==> src/rtl/ro_puf_pkg.sv <==
// Shared types and helpers for the
// ring-oscillator PUF window counter.
package ro_puf_pkg;

  typedef enum logic [1:0] {
    IDLE,
    RUN,
    HOLD
  } state_t;

  // Wide all-ones constant; each counter slices its own CNT_W-bit max.
  localparam int CNT_W_MAX = 32;
  localparam logic [CNT_W_MAX-1:0] CNT_MAX = '1;

  function automatic int cnt_lsb(
    input int ch,
    input int w
  );
    return ch * w;
  endfunction

endpackage

==> src/rtl/ro_sat_counter.sv <==
// Saturating per-channel event counter
// with a window-scoped sticky flag.
module ro_sat_counter
  import ro_puf_pkg::*;
#(
  parameter int CNT_W = 12
) (
  input  logic             clk,
  input  logic             reset,
  input  logic             clear,
  input  logic             inc,
  output logic [CNT_W-1:0] count,
  output logic             sat
);

  localparam logic [CNT_W-1:0] MAX =
    CNT_MAX[CNT_W-1:0];

  logic [CNT_W-1:0] cnt_q, cnt_d;
  logic             sat_q, sat_d;

  always_comb begin
    cnt_d = cnt_q;
    sat_d = sat_q;
    if (clear) begin
      cnt_d = '0;
      sat_d = 1'b0;
    end else if (inc) begin
      if (cnt_q != MAX) cnt_d = cnt_q + 1'b1;
      else              sat_d = 1'b1;
    end
  end

  always_ff @(posedge clk) begin
    if (reset) begin
      cnt_q <= '0;
      sat_q <= 1'b0;
    end else begin
      cnt_q <= cnt_d;
      sat_q <= sat_d;
    end
  end

  assign count = cnt_q;
  assign sat   = sat_q;

endmodule

==> src/rtl/ro_window_counter.sv <==
// Multi-channel RO window counter with
// pairwise PUF response and ack handshake.
module ro_window_counter
  import ro_puf_pkg::*;
#(
  parameter int NUM_CH    = 8,
  parameter int CNT_W     = 12,
  parameter int WIN_W     = 16,
  parameter int EDGE_MODE = 1
) (
  input  logic                    clk,
  input  logic                    reset,
  input  logic                    start,
  input  logic [WIN_W-1:0]        window_len,
  input  logic [NUM_CH-1:0]       ch_in,
  output logic                    busy,
  output logic                    result_valid,
  input  logic                    result_ack,
  output logic [NUM_CH*CNT_W-1:0] counts,
  output logic [NUM_CH-1:0]       sat_flags,
  output logic [NUM_CH/2-1:0]     resp_bits,
  output logic [NUM_CH/2-1:0]     tie_flags
);

  localparam int NP = NUM_CH / 2;
  localparam logic [CNT_W-1:0] MAX =
    CNT_MAX[CNT_W-1:0];

  state_t state_q, state_d;
  logic [WIN_W-1:0] timer_q, timer_d;
  logic [NUM_CH-1:0] prev_q;
  logic [NUM_CH-1:0] ev, inc;
  logic clr, latch, zero_win;

  logic [NUM_CH*CNT_W-1:0] fin_cnt;
  logic [NUM_CH-1:0]       fin_sat;
  logic [NP-1:0]           resp_d, tie_d;

  logic [NUM_CH*CNT_W-1:0] counts_q;
  logic [NUM_CH-1:0]       sat_q;
  logic [NP-1:0]           resp_q, tie_q;

  assign ev = (EDGE_MODE != 0)
            ? (ch_in & ~prev_q) : ch_in;
  assign inc = ev & {NUM_CH{state_q == RUN}};

  always_comb begin
    state_d  = state_q;
    timer_d  = timer_q;
    clr      = 1'b0;
    latch    = 1'b0;
    zero_win = 1'b0;
    unique case (state_q)
      IDLE: begin
        if (start) begin
          if (window_len != '0) begin
            clr     = 1'b1;
            timer_d = window_len;
            state_d = RUN;
          end else begin
            zero_win = 1'b1;
            state_d  = HOLD;
          end
        end
      end
      RUN: begin
        timer_d = timer_q - 1'b1;
        if (timer_q == WIN_W'(1)) begin
          latch   = 1'b1;
          state_d = HOLD;
        end
      end
      HOLD: begin
        if (result_ack) state_d = IDLE;
      end
      default: state_d = IDLE;
    endcase
  end

  // Latch uses next-state values so the last window cycle is included.
  for (genvar i = 0; i < NUM_CH; i++) begin : g_ch
    logic [CNT_W-1:0] c;
    logic             s;
    ro_sat_counter #(
      .CNT_W(CNT_W)
    ) u_cnt (
      .clk  (clk),
      .reset(reset),
      .clear(clr),
      .inc  (inc[i]),
      .count(c),
      .sat  (s)
    );
    assign fin_cnt[cnt_lsb(i, CNT_W) +: CNT_W] =
      (inc[i] && c != MAX) ? c + 1'b1 : c;
    assign fin_sat[i] = s | (inc[i] & (c == MAX));
  end

  for (genvar p = 0; p < NP; p++) begin : g_pair
    logic [CNT_W-1:0] a, b;
    assign a = fin_cnt[cnt_lsb(2*p, CNT_W) +: CNT_W];
    assign b = fin_cnt[cnt_lsb(2*p+1, CNT_W) +: CNT_W];
    assign resp_d[p] = a > b;
    assign tie_d[p]  = a == b;
  end

  always_ff @(posedge clk) begin
    if (reset) begin
      state_q  <= IDLE;
      timer_q  <= '0;
      prev_q   <= '0;
      counts_q <= '0;
      sat_q    <= '0;
      resp_q   <= '0;
      tie_q    <= '0;
    end else begin
      state_q <= state_d;
      timer_q <= timer_d;
      prev_q  <= ch_in;
      if (latch) begin
        counts_q <= fin_cnt;
        sat_q    <= fin_sat;
        resp_q   <= resp_d;
        tie_q    <= tie_d;
      end else if (zero_win) begin
        counts_q <= '0;
        sat_q    <= '0;
        resp_q   <= '0;
        tie_q    <= '1;
      end
    end
  end

  assign busy         = state_q != IDLE;
  assign result_valid = state_q == HOLD;
  assign counts       = counts_q;
  assign sat_flags    = sat_q;
  assign resp_bits    = resp_q;
  assign tie_flags    = tie_q;

endmodule

==> config.mk <==
export PLATFORM = sky130hd
export DESIGN_NAME = ro_window_counter
export DESIGN_NICKNAME = d
export VERILOG_FILES = /design/src/rtl/ro_puf_pkg.sv /design/src/rtl/ro_sat_counter.sv /design/src/rtl/ro_window_counter.sv
export SDC_FILE = /design/constraint.sdc
export NUM_CORES = 1
export LEC_CHECK = 0
export BUFFER_PORTS_ARGS = -buffer_cell sky130_fd_sc_hd__clkbuf_2
export CORE_ASPECT_RATIO = 0.6
export CORE_MARGIN = 5
export CORE_UTILIZATION = 58
export DETAILED_ROUTE_END_ITERATION = 6
export PLACE_DENSITY = 0.8
export SLEW_MARGIN = 20
export SYNTH_ARGS = -nofsm -noshare
export SYNTH_HDL_FRONTEND = slang
export SYNTH_SLANG_ARGS = --single-unit
export TNS_END_PERCENT = 30
==> constraint.sdc <==
create_clock -name clk -period 4.25 [get_ports clk]
set_clock_uncertainty 0.1 [all_clocks]
set_input_delay 0.425 -clock clk [delete_from_list [all_inputs] [get_ports clk]]
set_output_delay 0.425 -clock clk [all_outputs]
set_load 0.01 [all_outputs]
==> results.yml, run 1 <==
status:
  outcome: "complete, no violations"
logic_synthesis:
  ys_top_cells_by_area: "dfxtp_1 (44%), o2bb2ai_1 (6.6%), ha_1 (6.5%)"
  synth_top_cell_area_share_pct: 43.70
  ys.flop_type: "dfxtp_1"
  ys_seq_area_share_pct: 43.70
  yosys_warnings: 0
  yosys.area.top_type: "dfxtp_1"
  async_flop_share_pct: 0
  synth_area_per_cell_um2: 9.308
  syn-num-nets: 1277
  synth-seq-cells: 242
  synthCells: 1191
  synth-edff-count: 0
  ys_types: 70
  netlist_area_um2: 11090
sta:
  clock.fmax_mhz: 278.0
  drv_slew: 0
  max_slew.worst_pin.slew_ns: 1.067
  hold_slack_ns: 0.05995
  setup_viol: 0
  max-slew-margin-rel_pct: 28.85
  finalSetupTns_ns: 0
  post-route-period-util_pct: 84.64
  finalCriticalPeriod_ns: 3.597
  grt_setup_unrepaired: "false"
  final-hold-violation-count: 0
global_route:
  grt_max_degree: 96
  antenna_found_initial: 0
  grt_overflow: 0
  grt_pass1_wl_um: 46080
  grt_pass1_vias: 8795
  grt_util_all_layers_pct: 25.42
cells_and_area:
  syn2layout_area_growth_pct: 14.62
  finalNonFillerCells: 1582
  layout_common_cells: "dfxtp_1 (242), nor2_1 (159), clkbuf_2 (141)"
  diodes: 0
  final_layout_size_suffix_gt1_share_pct: 16.32
  layout_commonest_cell: "dfxtp_1"
  nets: 1404
floorplanning:
  die_h_um: 117.1
  start_util_pct: 58.70
  io_pins: 142
  die_area_um2: 22070
  die_w_um: 188.5
  fp.coreArea_um2: 18880
  row_count: 39
clock_tree:
  clk_path_buf_depth: 3
  cts_sinks: 242
  worstSkewPairLatency_ns: 0.51
  cts_tree: "done"
  clockRootBuffer: "clkbuf_16"
  post-cts-setup-buffers: 0
  cts_resized: 0
  htreeDepth: 1
  clk_pin_slew_worst_paths_ns: 0.07
  cts_made_buffers: 24
  ctsHoldBuffers: 0
setup_path:
  cp_slowest_cell: "a211oi_1"
  max_stage_delay_ns: 0.63
  worstPathCellList: "buf_4 > nand4bb_1 > a211oi_1 > nand4_1 > xor2_1 > inv_1 > ha_1 > nand4_1 > or2_2 > nor2_1 > nor2_1 > a32o_1"
  critical_path_class: "flop to flop"
  crit_start: "state_q[0]"
  rr_startpoint: "state_q[0]"
  crit_path_end_kind: "flop"
  critPathArrivalTime_ns: 3.90
  critPathLaunchType: "flop"
  cp.required_ns: 4.55
  worst-path-max-fanout: 12
pwr:
  peakVddDrop_mv: 0.3018
  power.total_w: 0.004876
  leakagePower_nw: 5.352
  p_per_area_nw_per_um2: 383.8
placement:
  dp_cells: 1538
  io_buffer_count: 141
  place_congestion: 0.9695
  dp_hpwl_um: 20360
route:
  vias: 9495
  wl_per_cell_um: 18.09
  drt_wl_total_um: 28620
  drtIter0Drc: 832
  antenna_left: 0
  drc: 0
  drt-pass1-iter-count: 5
  viasPerCell: 6.002
worst_hold_path:
  worst_hold_startpoint: "ch_in[1]"
  hp-class: "input port to flop"
run:
  cap_violations: 0
-- cell families after synthesis --
kind of cell	share of synthesized area, %
flops	43.70
compound gates	16.02
mux	1.456
xor+xnor	5.530
simple gates	21.58
buf+inv	5.169
fa+ha+maj	6.546
-- per-stage QoR --
step / instance area (um^2) / util, % / setup WS (ns)
finish: 12710 / 67.28 / 0.6527
global route: 12710 / 67.28 / 0.3431
CTS: 12710 / 67.28 / 0.7005
detailed placement: 11860 / 62.79 / 0.7438
global placement: 11860 / 62.79 / 0.8687
floorplan: 11090 / - / 1.208
-- power breakdown --
part           total (W)  internal [W]  switching, W  leakage (nW)
Sequential       0.00233       0.00229     0.0000338          1.95
Clock            0.00223       0.00133      0.000904         0.414
Combinational   0.000316      0.000108      0.000208          2.98
Total            0.00488       0.00373       0.00115          5.35
-- per-layer routing --
layer	global-route usage [%]	wire, um	up-vias
li1	-	-	4596
met1	39.12	14360	4488
met2	37.27	11640	372
met3	4.298	2069	39
met4	6.065	553	0
met5	0	0	-
-- registers in the layout, indices dropped and copies added, names as in the netlist --
name	count
g_ch.u_cnt.sat	8
prev_q	8
sat_flags	8
timer_q	16
resp_bits	4
counts	96
tie_flags	4
state_q	2
g_ch.u_cnt.count	96
-- synthesized netlist by cell type (5+ instances only) --
library cell	instances
inv_1	54
mux2i_1	15
o211ai_1	6
nor4_1	10
xnor2_1	22
dfxtp_1	242
and2_1	14
nand2_1	67
a22o_1	6
clkbuf_1	24
a22oi_1	8
and4_1	12
or4_1	6
buf_2	8
a21oi_1	46
and3_1	23
xor2_1	48
nand4bb_1	6
ha_1	58
nand3_1	48
a31oi_1	9
o21ai_0	22
nand2b_1	5
a21o_1	6
a211oi_1	7
nor4_2	6
nor2_1	159
buf_6	20
nand4_1	48
o2bb2ai_1	84
nor2b_1	14
nor3_1	19
-- path summary, 6_finish.rpt --
check | to | cells after the start | slack (ns)
max | resp_bits[3] | 12 | 0.65
min | prev_q[1] | 2 | 0.06
max reg2reg | resp_bits[3] | 12 | 0.65
min reg2reg | counts[43] | 1 | 0.36
-- cell type report --
class	instances	area [um^2]
multi-input cells	840	5675
well taps	246	307.8
flip-flops and latches	242	4845
clock buffers	35	733.2
fillers	1548	6178
repair buffers	155	823.3
clock inverters	9	115.1
inverters	55	206.4
-- worst max-delay path, delay by kind of cell, from the launching register on --
kind,cells,cell delay (ns)
compound gates,2,0.88
xor+xnor,1,0.27
fa+ha+maj,1,0.28
buf+inv,2,0.37
flops,1,0.58
simple gates,6,1.02
(Power assumes the default switching activity.)
==> run 2, diff against run 1 <==
--- a/config.mk
+++ b/config.mk
@@ -8,9 +8,9 @@
 export BUFFER_PORTS_ARGS = -buffer_cell sky130_fd_sc_hd__clkbuf_2
 export CORE_ASPECT_RATIO = 0.6
 export CORE_MARGIN = 5
-export CORE_UTILIZATION = 58
+export CORE_UTILIZATION = 52
 export DETAILED_ROUTE_END_ITERATION = 6
-export PLACE_DENSITY = 0.8
+export PLACE_DENSITY = 0.76
 export SLEW_MARGIN = 20
 export SYNTH_ARGS = -nofsm -noshare
 export SYNTH_HDL_FRONTEND = slang
==> constraint.sdc (replaced) <==
create_clock -name clk -period 2.95 [get_ports clk]
set_clock_uncertainty 0.1 [all_clocks]
set_input_delay 0.295 -clock clk [delete_from_list [all_inputs] [get_ports clk]]
set_output_delay 0.295 -clock clk [all_outputs]
set_load 0.01 [all_outputs]
==> run 2 against run 1 <==
Effect of this change: count of clock-buffer cells in the layout stayed put; register-to-register slack got worse by 0.66 ns; non-clock buffer count grew 221; utilization grew 5.4 points; sequential share of layout area shrank 6.1 points; the run now ends with negative setup slack left; largest power group unchanged; highest routed layer unchanged; global-route usage grew 0.87 points; setup slack worse by 0.66 ns; via count grew 11%; sequential cell count did not move.
==> results.yml, run 2 (same netlist as run 1, synthesis figures left out) <==
status:
  outcome: "finished with violations"
  violations: "negative setup slack"
setup_path:
  cp.required_ns: 3.27
  rr_startpoint: "state_q[1]"
  r2r_end: "resp_bits[3]"
  worst-path-max-fanout: 6
  max_stage_delay_ns: 0.38
  critPathArrivalTime_ns: 3.27
  worstPathCellList: "buf_4 > and4bb_2 > nand3_4 > buf_6 > nor4_4 > xnor2_2 > inv_1 > ha_4 > nand4_1 > or2_4 > a21oi_1 > a2111o_1 > a32o_1"
  critical_path_class: "flop to flop"
  critical_path.top_delay_family: "simple AND/OR/NAND/NOR gates"
  critPathLaunchType: "flop"
  ff2ff_path_depth: 13
  crit_path_end_kind: "flop"
  reg2reg_slack_ns: -0.003
  critPathBufInv: 3
  cp_slowest_cell: "dfxtp_4"
clock_tree:
  cts_made_buffers: 23
  clk_path_buf_depth: 3
  htreeDepth: 1
  worstSkewPairLatency_ns: 0.52
  clockRootBuffer: "clkbuf_16"
  clk_pin_slew_worst_paths_ns: 0.07
  cts_sinks: 242
  cts_tree: "done"
cells_and_area:
  layout_common_cells: "dfxtp_1 (225), buf_4 (209), nor2_1 (152)"
  final-seq-area_um2: 4876
  layout_commonest_cell: "dfxtp_1"
  fill_cells: 1460
  nets: 1624
  syn2layout_area_growth_pct: 37.53
  final_layout_size_suffix_gt1_share_pct: 34.53
  multi_input_area_um2: 6477
  diodes: 0
pwr:
  p_switching_w: 0.001694
  p_sw_share_pct: 24.29
  leakagePower_nw: 6.387
  internal_power_w: 0.005279
  combPwrFrac_pct: 8.7
  p_seq_share_pct: 48.0
  power.share.clock_pct: 43.3
  p_per_area_nw_per_um2: 457.3
  peakVddDrop_mv: 0.4657
  power.total_w: 0.006973
floorplanning:
  row_count: 41
  io_pins: 142
  die_h_um: 123.1
  start_util_pct: 52.84
  fp.coreArea_um2: 20980
  die_w_um: 198.5
  die_area_um2: 24430
route:
  dr_wl_met2_um: 14460
  drt_wl_total_um: 34430
  vias: 10570
  viasPerCell: 5.762
  drt-met1-wl_um: 16320
  drt-pass1-iter-count: 5
  antenna_left: 0
  drtIter0Drc: 950
  drc: 0
  met3WireLength_um: 2754
  top_layer_used: "met4"
  wl_per_cell_um: 18.78
sta:
  finalCriticalPeriod_ns: 2.953
  post-route-period-util_pct: 100.1
  setup_ws_ns: -0.003463
  max-slew-margin-rel_pct: 34.26
  grt_setup_unrepaired: "true"
  clock.fmax_mhz: 338.6
  drv_slew: 0
  max_slew.worst_pin.slew_ns: 0.9838
  final-hold-violation-count: 0
  finalSetupTns_ns: -0.003463
  setup_viol: 1
global_route:
  antenna_found_initial: 0
  grt_pass1_wl_um: 52630
  grt_overflow: 0
  grt_pass1_vias: 9983
  grt_max_degree: 64
  grt_util_all_layers_pct: 26.29
worst_hold_path:
  min_path_cells: 3
  hp-class: "input port to flop"
  worst_hold_startpoint: "window_len[12]"
  min_to: "timer_q[12]"
placement:
  place_congestion: 1.000
  dp_hpwl_um: 23530
  io_buffer_count: 141
run:
  cap_violations: 0
-- run 2: cell types whose count changed in the layout (fill, tap and decap cells not counted), sizes merged --
cell / change
buf: +204
clkinvlp: -1
clkinv: -1
dlygate4sd3: +17
-- run 2: layout make-up --
| type | instances | area share (%) |
|---|---|---|
| clock buffer | 35 | 4.268 |
| clock inverter | 7 | 0.7468 |
| timing repair buffer | 376 | 16.87 |
| multi-input combinational | 840 | 42.49 |
| tap | 279 | 2.290 |
| inverter | 55 | 1.354 |
| sequential | 242 | 31.98 |
-- run 2: power groups by stage --
stage	Combinational (W)	Sequential, W	Clock, W
6_report	0.000610	0.00335	0.00302
5_1_grt	0.000656	0.00335	0.00319
3_3_place_gp	0.000509	0.00342	0
2_1_floorplan	0.000341	0.00341	0
4_1_cts	0.000554	0.00334	0.00304
3_5_place_dp	0.000515	0.00342	0
-- run 2: worst max-delay path by stage --
stage,from,endpoint,slack (ns),cells past startpoint
floorplan,g_ch[5].u_cnt.count[1],resp_bits[2],0.01,12
global placement,state_q[0],resp_bits[3],-0.13,12
detailed placement,state_q[1],resp_bits[2],-0.15,11
CTS,g_ch[5].u_cnt.count[1],resp_bits[2],-0.01,11
global route,g_ch[6].u_cnt.count[1],resp_bits[3],-0.12,13
finish,state_q[1],resp_bits[3],-0.003,13
-- run 2: timing repair --
| action | CTS | global route |
|---|---|---|
| endpoints found under the setup margin | 7 | 14 |
| hold buffers | 17 | 0 |
| gates resized for setup | 53 | 109 |
| pin swaps | 24 | 59 |
| buffers inserted | 11 | 20 |
| endpoints found under the hold margin | 16 | 0 |
-- run 2: routing by layer --
| layer | vias up | global-route usage [%] |
|---|---|---|
| met5 | - | 0 |
| met2 | 422 | 38.76 |
| met1 | 5040 | 40.03 |
| li1 | 5029 | - |
| met3 | 77 | 4.875 |
| met4 | 0 | 6.106 |
-- run 2: worst register-to-register path: cells and delay by family (launching register included) --
| family | cells | cell delay, ns |
|---|---|---|
| and+or+nand+nor | 5 | 0.92 |
| adders and majority gates | 1 | 0.24 |
| buffers and inverters | 3 | 0.43 |
| xor gates and xnor gates | 1 | 0.15 |
| AOI/OAI and AO/OA | 3 | 0.62 |
| DFF | 1 | 0.38 |
-- run 2: per-stage QoR --
stage | worst slack (ns) | hold WS (ns) | utilization [%] | std cells | cell area (um^2)
detailed placement | -0.1452 | 0.3456 | 63.09 | 1744 | 13240
global placement | -0.1296 | 0.3418 | 63.09 | 1744 | 13240
global route | -0.1193 | 0.03902 | 72.66 | 1834 | 15250
floorplan | 0.01293 | 0.3232 | - | 1191 | 11100
CTS | -0.01237 | 0.005538 | 69.12 | 1814 | 14500
finish | -0.003463 | 0.02591 | 72.66 | 1834 | 15250
